`src/rtl/fifo_pkg.sv`:
```
// Shared types and width helpers for the first-word-fall-through FIFO.
package fifo_pkg;

    // Sticky error flags, held until cleared or reset.
    typedef struct packed {
        logic overflow;
        logic underflow;
    } err_flags_t;

    // Occupancy counters and pointers need one bit more than the address
    // so that "full" (count == depth) is representable.
    function automatic int cnt_width(input int addr_sz);
        return addr_sz + 1;
    endfunction

endpackage

```
`src/rtl/fifo_fwft_prog_if.sv`:
```
// Handshake, data and status bundle between a FIFO and its user.
interface fifo_fwft_prog_if
    import fifo_pkg::*;
#(
    parameter int FIFO_WIDTH   = 32,
    parameter int FIFO_ADDR_SZ = 4
);
    logic                                 i_wr;
    logic [FIFO_WIDTH-1:0]                i_data;
    logic                                 o_full;
    logic                                 i_rd;
    logic [FIFO_WIDTH-1:0]                o_data;
    logic                                 o_empty;
    logic [cnt_width(FIFO_ADDR_SZ)-1:0]   o_count;
    logic                                 o_almost_full;
    logic                                 o_almost_empty;
    logic                                 i_flush;
    logic                                 i_clr_err;
    logic                                 o_overflow;
    logic                                 o_underflow;

    // User side: issues requests, observes data and status.
    modport master (
        output i_wr, i_data, i_rd, i_flush, i_clr_err,
        input  o_full, o_data, o_empty, o_count, o_almost_full,
               o_almost_empty, o_overflow, o_underflow
    );

    // FIFO side.
    modport slave (
        input  i_wr, i_data, i_rd, i_flush, i_clr_err,
        output o_full, o_data, o_empty, o_count, o_almost_full,
               o_almost_empty, o_overflow, o_underflow
    );
endinterface

```
`src/rtl/fifo_sdp_ram.sv`:
```
// Simple dual-port RAM: synchronous write, registered synchronous read.
// The read register doubles as the FIFO head register; it is not reset.
module fifo_sdp_ram #(
    parameter int WIDTH   = 32,
    parameter int ADDR_SZ = 4
) (
    input  logic               clk,
    input  logic               wr_en,
    input  logic [ADDR_SZ-1:0] wr_addr,
    input  logic [WIDTH-1:0]   wr_data,
    input  logic               rd_en,
    input  logic [ADDR_SZ-1:0] rd_addr,
    output logic [WIDTH-1:0]   rd_data
);
    logic [WIDTH-1:0] mem_reg [0:(1 << ADDR_SZ)-1];
    logic [WIDTH-1:0] rd_data_reg;

    // Write port.
    always_ff @(posedge clk) begin
        if (wr_en) mem_reg[wr_addr] <= wr_data;
    end

    // Registered read port; holds its value when not enabled.
    always_ff @(posedge clk) begin
        if (rd_en) rd_data_reg <= mem_reg[rd_addr];
    end

    assign rd_data = rd_data_reg;
endmodule

```
`src/rtl/fifo_fwft_prog.sv`:
```
// First-word-fall-through FIFO with programmable almost flags, flush and
// sticky overflow/underflow. The RAM read register is the head word, so
// o_data never comes combinationally from the storage array.
module fifo_fwft_prog
    import fifo_pkg::*;
#(
    parameter int FIFO_WIDTH   = 32,
    parameter int FIFO_ADDR_SZ = 4,
    parameter int AF_LEVEL     = (1 << FIFO_ADDR_SZ) - 2,
    parameter int AE_LEVEL     = 1
) (
    input logic             clk,
    input logic             reset,
    fifo_fwft_prog_if.slave bus
);
    localparam int            DEPTH   = 1 << FIFO_ADDR_SZ;
    localparam int            CW      = cnt_width(FIFO_ADDR_SZ);
    localparam logic [CW-1:0] DEPTH_C = CW'(DEPTH);
    localparam logic [CW-1:0] AF_C    = CW'(AF_LEVEL);
    localparam logic [CW-1:0] AE_C    = CW'(AE_LEVEL);
    localparam logic [CW-1:0] ONE_C   = CW'(1);

    logic [CW-1:0]   wr_ptr_reg, wr_ptr_next;
    logic [CW-1:0]   rd_ptr_reg, rd_ptr_next;
    logic [CW-1:0]   count_reg, count_next;
    logic            head_valid_reg, head_valid_next;
    err_flags_t      err_reg, err_next;

    logic            full;
    logic            w_wr, w_rd;
    logic            store_nonempty;
    logic            ram_wr_en, ram_rd_en;
    logic [FIFO_WIDTH-1:0] ram_rd_data;

    // Status flags come only from registered state.
    assign full           = (count_reg == DEPTH_C);
    assign w_wr           = bus.i_wr && !full;
    assign w_rd           = bus.i_rd && head_valid_reg;
    assign store_nonempty = (wr_ptr_reg != rd_ptr_reg);

    // Pointer, occupancy and head-valid next state; flush overrides requests.
    always_comb begin
        wr_ptr_next     = wr_ptr_reg;
        rd_ptr_next     = rd_ptr_reg;
        count_next      = count_reg;
        head_valid_next = head_valid_reg;
        ram_wr_en       = 1'b0;
        ram_rd_en       = 1'b0;
        if (bus.i_flush) begin
            wr_ptr_next     = '0;
            rd_ptr_next     = '0;
            count_next      = '0;
            head_valid_next = 1'b0;
        end else begin
            ram_wr_en = w_wr;
            // Refill the head when it is vacant or being popped; only words
            // stored on an earlier edge are eligible, so a pop of the last
            // word with no backlog leaves a one-cycle bubble.
            ram_rd_en = (!head_valid_reg || w_rd) && store_nonempty;
            if (w_wr)      wr_ptr_next = wr_ptr_reg + ONE_C;
            if (ram_rd_en) rd_ptr_next = rd_ptr_reg + ONE_C;
            if (ram_rd_en)  head_valid_next = 1'b1;
            else if (w_rd)  head_valid_next = 1'b0;
            case ({w_wr, w_rd})
                2'b10:   count_next = count_reg + ONE_C;
                2'b01:   count_next = count_reg - ONE_C;
                default: count_next = count_reg;
            endcase
        end
    end

    // Sticky errors: clear first, so an error in the same cycle wins.
    always_comb begin
        err_next = err_reg;
        if (bus.i_clr_err) err_next = '0;
        if (bus.i_wr && full)            err_next.overflow  = 1'b1;
        if (bus.i_rd && !head_valid_reg) err_next.underflow = 1'b1;
    end

    // State registers with asynchronous reset.
    always_ff @(posedge clk or posedge reset) begin
        if (reset) begin
            wr_ptr_reg     <= '0;
            rd_ptr_reg     <= '0;
            count_reg      <= '0;
            head_valid_reg <= 1'b0;
            err_reg        <= '0;
        end else begin
            wr_ptr_reg     <= wr_ptr_next;
            rd_ptr_reg     <= rd_ptr_next;
            count_reg      <= count_next;
            head_valid_reg <= head_valid_next;
            err_reg        <= err_next;
        end
    end

    fifo_sdp_ram #(
        .WIDTH   (FIFO_WIDTH),
        .ADDR_SZ (FIFO_ADDR_SZ)
    ) u_ram (
        .clk     (clk),
        .wr_en   (ram_wr_en),
        .wr_addr (wr_ptr_reg[FIFO_ADDR_SZ-1:0]),
        .wr_data (bus.i_data),
        .rd_en   (ram_rd_en),
        .rd_addr (rd_ptr_reg[FIFO_ADDR_SZ-1:0]),
        .rd_data (ram_rd_data)
    );

    assign bus.o_data         = ram_rd_data;
    assign bus.o_empty        = !head_valid_reg;
    assign bus.o_full         = full;
    assign bus.o_count        = count_reg;
    assign bus.o_almost_full  = (count_reg >= AF_C);
    assign bus.o_almost_empty = (count_reg <= AE_C);
    assign bus.o_overflow     = err_reg.overflow;
    assign bus.o_underflow    = err_reg.underflow;

`ifdef FORMAL
    // Occupancy bounds and consistency of count, pointers and flags.
    always @(posedge clk) begin
        if (!reset) begin
            assert (count_reg <= DEPTH_C);
            assert (count_reg == (wr_ptr_reg - rd_ptr_reg) + CW'(head_valid_reg));
            assert (full == (count_reg == DEPTH_C));
            assert (!(full && !head_valid_reg));
        end
    end

    // Two arbitrary consecutive words must leave in the order they entered.
    (* anyconst *) logic [31:0]           f_idx;
    (* anyconst *) logic [FIFO_WIDTH-1:0] f_a;
    (* anyconst *) logic [FIFO_WIDTH-1:0] f_b;
    logic [31:0] f_wr_cnt, f_rd_cnt;
    logic        f_live;

    // Count accepted transfers since reset; a flush ends the tracking.
    always_ff @(posedge clk or posedge reset) begin
        if (reset) begin
            f_wr_cnt <= '0;
            f_rd_cnt <= '0;
            f_live   <= 1'b1;
        end else if (bus.i_flush) begin
            f_live <= 1'b0;
        end else begin
            if (w_wr) f_wr_cnt <= f_wr_cnt + 32'd1;
            if (w_rd) f_rd_cnt <= f_rd_cnt + 32'd1;
        end
    end

    // Inject the tracked words and check them on the way out.
    always_comb begin
        if (!reset && f_live && !bus.i_flush) begin
            if (w_wr && f_wr_cnt == f_idx)         assume (bus.i_data == f_a);
            if (w_wr && f_wr_cnt == f_idx + 32'd1) assume (bus.i_data == f_b);
            if (w_rd && f_rd_cnt == f_idx)         assert (bus.o_data == f_a);
            if (w_rd && f_rd_cnt == f_idx + 32'd1) assert (bus.o_data == f_b);
        end
    end
`endif
endmodule

```
`src/flat_wrapper.sv`:
```
// flat-port wrapper written by rule: the top's interface ports become plain ports
module fifo_fwft_prog_flat import fifo_pkg::*;
#(
    parameter int FIFO_WIDTH   = 32,
    parameter int FIFO_ADDR_SZ = 4,
    parameter int AF_LEVEL     = (1 << FIFO_ADDR_SZ) - 2,
    parameter int AE_LEVEL     = 1
)
  (clk, reset, bus_i_wr, bus_i_data, bus_i_rd, bus_i_flush, bus_i_clr_err, bus_o_full, bus_o_data, bus_o_empty, bus_o_count, bus_o_almost_full, bus_o_almost_empty, bus_o_overflow, bus_o_underflow);
  fifo_fwft_prog_if #(.FIFO_WIDTH(FIFO_WIDTH), .FIFO_ADDR_SZ(FIFO_ADDR_SZ)) bus_i ();
  input logic clk;
  input logic reset;
  input wire logic [$bits(bus_i.i_wr)-1:0] bus_i_wr;
  input wire logic [$bits(bus_i.i_data)-1:0] bus_i_data;
  input wire logic [$bits(bus_i.i_rd)-1:0] bus_i_rd;
  input wire logic [$bits(bus_i.i_flush)-1:0] bus_i_flush;
  input wire logic [$bits(bus_i.i_clr_err)-1:0] bus_i_clr_err;
  output wire logic [$bits(bus_i.o_full)-1:0] bus_o_full;
  output wire logic [$bits(bus_i.o_data)-1:0] bus_o_data;
  output wire logic [$bits(bus_i.o_empty)-1:0] bus_o_empty;
  output wire logic [$bits(bus_i.o_count)-1:0] bus_o_count;
  output wire logic [$bits(bus_i.o_almost_full)-1:0] bus_o_almost_full;
  output wire logic [$bits(bus_i.o_almost_empty)-1:0] bus_o_almost_empty;
  output wire logic [$bits(bus_i.o_overflow)-1:0] bus_o_overflow;
  output wire logic [$bits(bus_i.o_underflow)-1:0] bus_o_underflow;
  assign bus_i.i_wr = bus_i_wr;
  assign bus_i.i_data = bus_i_data;
  assign bus_i.i_rd = bus_i_rd;
  assign bus_i.i_flush = bus_i_flush;
  assign bus_i.i_clr_err = bus_i_clr_err;
  assign bus_o_full = bus_i.o_full;
  assign bus_o_data = bus_i.o_data;
  assign bus_o_empty = bus_i.o_empty;
  assign bus_o_count = bus_i.o_count;
  assign bus_o_almost_full = bus_i.o_almost_full;
  assign bus_o_almost_empty = bus_i.o_almost_empty;
  assign bus_o_overflow = bus_i.o_overflow;
  assign bus_o_underflow = bus_i.o_underflow;
  fifo_fwft_prog #(.FIFO_WIDTH(FIFO_WIDTH), .FIFO_ADDR_SZ(FIFO_ADDR_SZ), .AF_LEVEL(AF_LEVEL), .AE_LEVEL(AE_LEVEL)) u_core (.clk(clk), .reset(reset), .bus(bus_i));
endmodule
```
`config.mk`:
```
export PLATFORM = sky130hd
export DESIGN_NAME = fifo_fwft_prog_flat
export DESIGN_NICKNAME = d
export VERILOG_FILES = /design/src/rtl/fifo_pkg.sv /design/src/rtl/fifo_fwft_prog_if.sv /design/src/rtl/fifo_sdp_ram.sv /design/src/rtl/fifo_fwft_prog.sv /design/src/flat_wrapper.sv
export SDC_FILE = /design/constraint.sdc
export NUM_CORES = 1
export LEC_CHECK = 0
export BUFFER_PORTS_ARGS = -buffer_cell sky130_fd_sc_hd__buf_2
export CELL_PAD_IN_SITES_DETAIL_PLACEMENT = 2
export CELL_PAD_IN_SITES_GLOBAL_PLACEMENT = 2
export CORE_ASPECT_RATIO = 0.75
export CORE_UTILIZATION = 52
export CTS_CLUSTER_DIAMETER = 30
export DETAILED_ROUTE_END_ITERATION = 10
export GPL_ROUTABILITY_DRIVEN = 1
export GPL_TIMING_DRIVEN = 0
export PLACE_DENSITY_LB_ADDON = 0.1
export SYNTH_ARGS = -nofsm -noshare
export SYNTH_HDL_FRONTEND = slang
export SYNTH_SLANG_ARGS = --single-unit
```
`constraint.sdc`:
```
create_clock -name clk -period 10.42 [get_ports clk]
set_input_delay 0 -clock clk [delete_from_list [all_inputs] [get_ports clk]]
set_output_delay 0 -clock clk [all_outputs]
set_load 0.02 [all_outputs]
```
==> results of run 1 <==
logic make-up after synthesis:
kind of cell               count (synthesis)  synth area share
AOI/OAI and AO/OA                         87            0.0276
DFF                                      562             0.772
buffers and inverters                     69            0.0185
and+or+nand+nor                          169            0.0374
adders and majority gates                 10           0.00575
muxes                                    133             0.135
xor gates and xnor gates                  10           0.00403
cell usage after synthesis, types with 3 or more instances:
cell type	instances	area, um^2
a31oi_1	33	206
nor3_1	9	45.0
inv_1	9	33.8
nor2_1	20	75.1
buf_2	15	75.1
mux4_2	128	2880
nand3_1	10	50.1
buf_12	3	60.1
nand2_1	74	278
xor2_1	4	35.0
clkbuf_1	26	97.6
a21oi_1	7	35.0
edfxtp_1	544	16300
nor2b_1	39	244
a211oi_1	33	248
ha_1	10	125
buf_4	7	52.6
dfrtp_1	18	450
nand2b_1	6	37.5
mux2_1	3	33.8
xnor2_1	6	52.6
buf_6	5	56.3
per-stage QoR:
stage             hold slack (ns)  cell area [um^2]  cells
global placement            0.166             22800   1679
floorplan                 -0.0614             21800   1040
==> reports/results.ini, run 1 <==
[synthesis]
synth_edf_count=544
synth_area_per_cell_um2=20.9
ys_ff_latch=562
seq_area_frac_synth=0.772
synthesis.nets=1088
synthArstFlopShare=0.0320
ys_types=44
synth.cell_area_mm2=0.0218
synth_cells=1040
synth-warning-count=0
ys.flop_type=edfxtp_1

[outcome]
error_line=[ERROR DPL-0033] detailed placement checks failed during check placement.
lastStage=detailed placement (3_5_place_dp)
status=stopped before the end

[place]
gp_congestion=0.737
port-buffer-count=78
hpwl_mm=45.3

[floorplanning]
std_cell_rows=64
start_util=0.531
die_x_um=238
pin_count=81
dieHeight_um=179

==> run 2: changes to the inputs <==
Settings changed: CELL_PAD_IN_SITES_DETAIL_PLACEMENT 2 to unset, CELL_PAD_IN_SITES_GLOBAL_PLACEMENT 2 to unset, CORE_ASPECT_RATIO 0.75 to unset, CORE_UTILIZATION 52 to 40, CTS_CLUSTER_DIAMETER 30 to unset, PLACE_DENSITY_LB_ADDON 0.1 to 0.15.
==> reports/results.ini, run 2 <==
[outcome]
status=finished, final reports clean  ; was stopped before the end

[drt]
drtAntennaViolNets=0
vias=10500
dr.pass1.iters=5
wl_per_cell_um=24.4
vias_per_cell=5.26
drt_wl_total_mm=48.6
remaining_drc_errors=0
drt_iter0_markers=698

[sta]
tns_ns=0
relSlewSlack=0.405
rsz0062_at_grt=false
period_share=0.309
whs_ns=0.0877
finalCriticalPeriod_ns=3.22
worstMarginPinSlew_ns=0.892
setup_slack_ns=7.21
final_max_slew_viol_count=0
fmax_ghz=0.311
skew_ns=0.0114
setup_violations=0
hold_violations=0

[clock_tree]
cts-resized-gates=0
cts_buffers=58
ctsHoldBuffers=39
cts.sinks=562
cts_root_buffer=clkbuf_16
htreeDepth=2
cts_tree=built
cts.clk_slew.worst_paths_ns=0.06
cts_setup_buffers=0
clock_latency_ns=0.60
clockBufferDepth=3

[finish]
final_core_util=0.479
final_common_cell=edfxtp_1
syn_to_final_growth_pct=18.6
multi_input_area_mm2=0.00468
seqCellArea_mm2=0.0168
diodes=0
layout_common_cells=edfxtp_1 (544), mux4_2 (128), buf_2 (93), nand2_1 (74), clkbuf_16 (59)
layout.nets=1293
drive_gt1_frac=0.279
largest_register_ffs=512
nFillCells=4515

[global_route]
grt_pass1_vias=11100
met3_usage=0.0338
grt_max_degree=25
grt_overflow_total=0
grt_use_total=0.181
use_met1=0.250
antenna_found_initial=0
top_usage_layer=met2
grt_pass1_wl_mm=73.3
use_met2=0.296

[synthesis]
synthesis.nets=1088  ; unchanged
synth_common_cells=edfxtp_1 (544), mux4_2 (128), nand2_1 (74)  ; unchanged
ys.flop_type=edfxtp_1  ; unchanged
ys_ff_latch=562  ; unchanged
synth_top_area_share=0.751  ; unchanged
ys_types=44  ; unchanged
synth_edf_count=544  ; unchanged
netlist_top_cells_area=edfxtp_1 (75%), mux4_2 (13%), dfrtp_1 (2.1%), nand2_1 (1.3%), a211oi_1 (1.1%)  ; unchanged
synth_area_per_cell_um2=20.9  ; unchanged
synth_cells=1040  ; unchanged
yosys.area.top_type=edfxtp_1  ; unchanged
seq_area_frac_synth=0.772  ; unchanged
yosys.cell_count.top_type=edfxtp_1  ; unchanged
synth.cell_area_mm2=0.0218  ; unchanged
synth-warning-count=0  ; unchanged
synthArstFlopShare=0.0320  ; unchanged

[place]
gp_congestion=0.738  ; was 0.737
port-buffer-count=78  ; unchanged
hpwl_mm=31.9  ; was 45.3 mm
dpl_worst_slack_ns=7.19

[worst_setup_path]
r2r_cells=10
crit_type=register to register
cp-endpoint=u_core.u_ram.mem_reg[1][14]$_DFFE_PP_
crit_path_end_kind=register
rr_endpoint=u_core.u_ram.mem_reg[1][14]$_DFFE_PP_
r2r_setup_slack_ns=7.21
crit_start=u_core.bus.o_count[1]$_DFFE_PP0P_
r2r-start=u_core.bus.o_count[1]$_DFFE_PP0P_
crit_chain=inv_1 -> ha_1 -> nand4bb_1 -> buf_2 -> inv_1 -> nor3_2 -> nand2_1 -> nor3_2 -> buf_4 -> buf_8
arrival_ns=3.52
max_stage_delay_ns=0.65
required_ns=10.73
cp-start-kind=register
crit_slowest_cell=nor3_2
cp_max_fo=9

[floorplanning]
std_cell_rows=85  ; was 64
dieHeight_um=235  ; was 179 um
dieArea_mm2=0.0553
die_x_um=235  ; was 238 um
start_util=0.404  ; was 0.531
core_area_mm2=0.0538
pin_count=81  ; unchanged

[pwr]
peakVddDrop_v=0.000123
power_density_mw_per_mm2=229
p_leak_nw=8.30

[min_path]
hold_path_class=input port to async pin

[flow_run]
drv_cap=0

[run 2: cell counts after synthesis]
Identical to the previous run, type by type.
[run 2: kinds of logic (layout without fill, tap and decap cells)]
group / count (synthesis) / after routing / synth area share
mux: 133 / 133 / 0.135
buf+inv: 69 / 321 / 0.0185
fa+ha+maj: 10 / 10 / 0.00575
simple gates: 169 / 169 / 0.0374
xor+xnor: 10 / 10 / 0.00403
compound gates: 87 / 87 / 0.0276
flops: 562 / 562 / 0.772
[run 2: layout make-up]
| class | instances | share of cell area |
|---|---|---|
| clock inverters | 34 | 0.00985 |
| repair buffers | 145 | 0.0491 |
| clock buffers | 73 | 0.0593 |
| well taps | 696 | 0.0338 |
| flip-flops and latches | 562 | 0.651 |
| inverters | 10 | 0.00146 |
| plain buffers | 59 | 0.0141 |
| multi-input cells | 409 | 0.182 |
[run 2: power by group]
part	total (mW)	switching, mW	leakage, nW	internal, mW
clock	1.96	0.832	0.872	1.13
combinational	1.31	0.741	2.27	0.568
sequential	2.64	0.0395	5.15	2.60
total	5.91	1.61	8.30	4.29
[run 2: critical path: cells and delay by family, from the launching register on]
kind	cells	cell delay, ns
and+or+nand+nor	4	1.26
buffers and inverters	5	0.96
DFF	1	0.48
adders and majority gates	1	0.20
[run 2: per-layer routing]
metal / part of all wire / vias to the layer above
met4: 0.021 / 0
met2: 0.49 / 214
met3: 0.042 / 73
met5: 0 / -
li1: - / 4686
met1: 0.45 / 5493
[run 2: worst min path at each step]
stage / end / depth (start not counted) / slack [ns] / start
finish: u_core.bus.o_underflow$_DFFE_PP0P_ / 3 / 0.09 / reset
global route: u_core.bus.o_underflow$_DFFE_PP0P_ / 3 / 0.16 / reset
CTS: u_core.bus.o_underflow$_DFFE_PP0P_ / 3 / 0.06 / reset
detailed placement: u_core.bus.o_underflow$_DFFE_PP0P_ / 2 / 0.17 / reset
global placement: u_core.bus.o_underflow$_DFFE_PP0P_ / 2 / 0.17 / reset
floorplan: u_core.bus.o_count[0]$_DFFE_PP0P_ / 1 / -0.06 / reset
[run 2: per-stage QoR]
step / cell area, um^2 / power [mW] / std cells
2_1_floorplan: 21800 / 3.57 / 1040
3_3_place_gp: 23000 / 3.99 / 1814
3_5_place_dp: 23600 / 4.01 / 1842
4_1_cts: 25800 / 5.99 / 1988
5_1_grt: 25800 / 6.16 / 1988
6_report: 25800 / 5.91 / 1988
Power figures use the tool's default switching activity.
==> run 3: changes to the inputs <==
Settings changed: ABC_AREA set to 1.
Clock period 10.42 ns to 3.3 ns, I/O delays scaled along.
==> reports/results.ini, run 3 <==
[finish]
layout_common_cells=edfxtp_1 (544), nor2_1 (432), o21ai_0 (270), nand2_1 (200), buf_2 (124)  ; was edfxtp_1 (544), mux4_2 (128), buf_2 (93), nand2_1 (74), clkbuf_16 (59)
nFillCells=4923  ; was 4,515
syn_to_final_growth_pct=17.9  ; was 18.6%
diodes=0  ; unchanged
drive_gt1_frac=0.121  ; was 0.279
layout.nets=2102  ; was 1,293
largest_register_ffs=512  ; unchanged
final_common_cell=edfxtp_1  ; unchanged
final_cell_count_no_fill=2848  ; was 1,988

[pwr]
p_total_mw=19.7  ; was 5.91 mW
p_leak_nw=9.33  ; was 8.30 nW
power_density_mw_per_mm2=741  ; was 229 mW/mm^2
peakVddDrop_v=0.000421  ; was 0.000123 V

[drt]
wl_met3_mm=3.99  ; was 2.06 mm
vias_per_cell=5.19  ; was 5.26
dr.pass1.iters=5  ; unchanged
drt_wl_total_mm=62.7  ; was 48.6 mm
wl_per_cell_um=22.0  ; was 24.4 um
met1_length_mm=27.5  ; was 21.7 mm
dr.max_layer_used=met4  ; unchanged
drtAntennaViolNets=0  ; unchanged
drt_iter0_markers=1257  ; was 698
vias=14800  ; was 10,500
wl_met2_mm=29.3  ; was 23.8 mm
remaining_drc_errors=0  ; unchanged

[clock_tree]
cts.clk_slew.worst_paths_ns=0.06  ; about the same
cts_tree=built  ; unchanged
htreeDepth=2  ; unchanged
cts_buffers=58  ; unchanged
clock_latency_ns=0.62  ; was 0.60 ns
cts_root_buffer=clkbuf_16  ; unchanged
cts-resized-gates=0  ; unchanged
clockBufferDepth=3  ; unchanged
cts.sinks=562  ; unchanged

[floorplanning]
dieHeight_um=240  ; was 235 um
pin_count=81  ; unchanged
die_x_um=240  ; was 235 um
start_util=0.407  ; was 0.404
dieArea_mm2=0.0574  ; was 0.0553 mm^2
core_area_mm2=0.0554  ; was 0.0538 mm^2
std_cell_rows=86  ; was 85

[worst_setup_path]
crit_type=register to register  ; unchanged
crit_start=u_core.bus.o_count[0]$_DFFE_PP0P_  ; was u_core.bus.o_count[1]$_DFFE_PP0P_
r2r-start=u_core.bus.o_count[0]$_DFFE_PP0P_  ; was u_core.bus.o_count[1]$_DFFE_PP0P_
required_ns=3.61  ; was 10.73 ns
crit_path_end_kind=register  ; unchanged
cp-start-kind=register  ; unchanged
arrival_ns=3.40  ; was 3.52 ns
cp_max_fo=18  ; was 9

[synthesis]
synth_edf_count=544  ; unchanged
netlist_top_cells_area=edfxtp_1 (72%), nor2_1 (7.4%), o21ai_0 (6.0%), nand2_1 (3.3%), dfrtp_1 (2.0%)  ; was edfxtp_1 (75%), mux4_2 (13%), dfrtp_1 (2.1%), nand2_1 (1.3%), a211oi_1 (1.1%)
synth.cell_area_mm2=0.0226  ; was 0.0218 mm^2
seq_area_frac_synth=0.744  ; was 0.772
yosys.area.top_type=edfxtp_1  ; unchanged
synth_cells=1851  ; was 1,040
yosys.cell_count.top_type=edfxtp_1  ; unchanged
synth_common_cells=edfxtp_1 (544), nor2_1 (446), o21ai_0 (270)  ; was edfxtp_1 (544), mux4_2 (128), nand2_1 (74)
synth_top_area_share=0.724  ; was 0.751
ys.flop_type=edfxtp_1  ; unchanged
synthesis.nets=1899  ; was 1,088
synthArstFlopShare=0.0320  ; unchanged
synth_area_per_cell_um2=12.2  ; was 20.9 um^2
ys_types=29  ; was 44
synth-warning-count=0  ; unchanged
ys_ff_latch=562  ; unchanged

[sta]
setup_slack_ns=0.205  ; was 7.21 ns
relSlewSlack=0.397  ; was 0.405
finalCriticalPeriod_ns=3.10  ; was 3.22 ns
skew_ns=0.0211  ; was 0.0114 ns
setup_violations=0  ; unchanged
period_share=0.938  ; was 0.309
whs_ns=0.0376  ; was 0.0877 ns
rsz0062_at_grt=false  ; unchanged
fmax_ghz=0.323  ; was 0.311 GHz
final_max_slew_viol_count=0  ; unchanged
hold_violations=0  ; unchanged
worstMarginPinSlew_ns=0.905  ; was 0.892 ns

[place]
place_inst=2702  ; was 1,842
port-buffer-count=80  ; was 78
hpwl_mm=41.0  ; was 31.9 mm
dpl_worst_slack_ns=0.219  ; was 7.19 ns
gp_congestion=0.810  ; was 0.738

[global_route]
grt_pass1_wl_mm=92.6  ; was 73.3 mm
antenna_found_initial=0  ; unchanged
grt_max_degree=24  ; was 25
grt_overflow_total=0  ; unchanged
grt_use_total=0.223  ; was 0.181
grt_pass1_vias=14500  ; was 11,100

[outcome]
status=finished, final reports clean  ; unchanged

[flow_run]
drv_cap=0  ; unchanged

[min_path]
hold_path_class=input port to async pin  ; unchanged

[run 3: changes by cell type after synthesis, sizes merged, moves of 7 or more]
cell / previous run / this run
nor3: 11 / 4
nor2b: 39 / 0
o21ai: 3 / 314
clkbuf: 26 / 46
mux4: 128 / 0
inv: 9 / 64
nand3: 10 / 72
o211ai: 2 / 47
buf: 33 / 60
nand2: 74 / 202
a31oi: 33 / 0
a211oi: 34 / 0
nor2: 20 / 446
nand4: 1 / 11
[run 3: power by group]
group	internal, mW	switching, mW
sequential	8.15	0.0854
clock	3.51	2.70
combinational	1.49	3.78
[run 3: per-layer routing]
metal  vias up  global-route usage
met5         -                   0
met4         0              0.0765
met3       100              0.0348
met2       500               0.358
met1      7253               0.309
li1       6942                   -
[run 3: timing repair]
action / in CTS / in global routing
setup endpoints to repair: 0 / 7
buffers inserted: 0 / 1
hold buffers: 39 / 0
hold endpoints to repair: 565 / 0
[run 3: path summary, 6_finish.rpt]
path,end,slack [ns],cells past startpoint
setup / recovery,u_core.u_ram.mem_reg[2][28]$_DFFE_PP_,0.20,10
hold / removal,u_core.bus.o_underflow$_DFFE_PP0P_,0.04,3
setup reg to reg,u_core.u_ram.mem_reg[2][28]$_DFFE_PP_,0.20,10
hold reg to reg,u_core.bus.o_overflow$_DFFE_PP0P_,0.53,2
max in group asynchronous,u_core.bus.o_count[1]$_DFFE_PP0P_,2.81,3
min in group clk,u_core.bus.o_overflow$_DFFE_PP0P_,0.15,3
[run 3: final cells by class]
type	instances	area, um^2	area share
Clock buffer	78	1550	0.0582
Clock inverter	28	219	0.00823
Buffer	106	510	0.0192
Inverter	65	246	0.00927
Tap cell	748	936	0.0352
Multi-Input combinational cell	1118	5140	0.193
Timing Repair Buffer	143	1210	0.0455
Sequential cell	562	16800	0.631
[run 3: critical path, cell delays in order (launching register included)]
cell	delay, ns
dfrtp_1	0.48
inv_1	0.19
ha_1	0.24
nand2_1	0.05
inv_1	0.04
nand2_1	0.13
nand3_1	0.29
inv_1	0.24
nand2_1	0.27
nor2_4	0.58
buf_16	0.25
[run 3: metrics by stage]
stage	utilization	area, um^2	setup TNS, ns
3_3_place_gp	0.431	23900	-935.21
2_1_floorplan	-	22600	-60.32
3_5_place_dp	0.441	24400	0
5_1_grt	0.480	26600	0
4_1_cts	0.480	26600	0
6_report	0.480	26600	0
[run 3: logic make-up after synthesis]
logic type | count (synthesis) | synth area share
simple gates | 735 | 0.128
fa+ha+maj | 10 | 0.00554
buf+inv | 171 | 0.0335
compound gates | 369 | 0.0874
flops | 562 | 0.744
xor+xnor | 4 | 0.00155
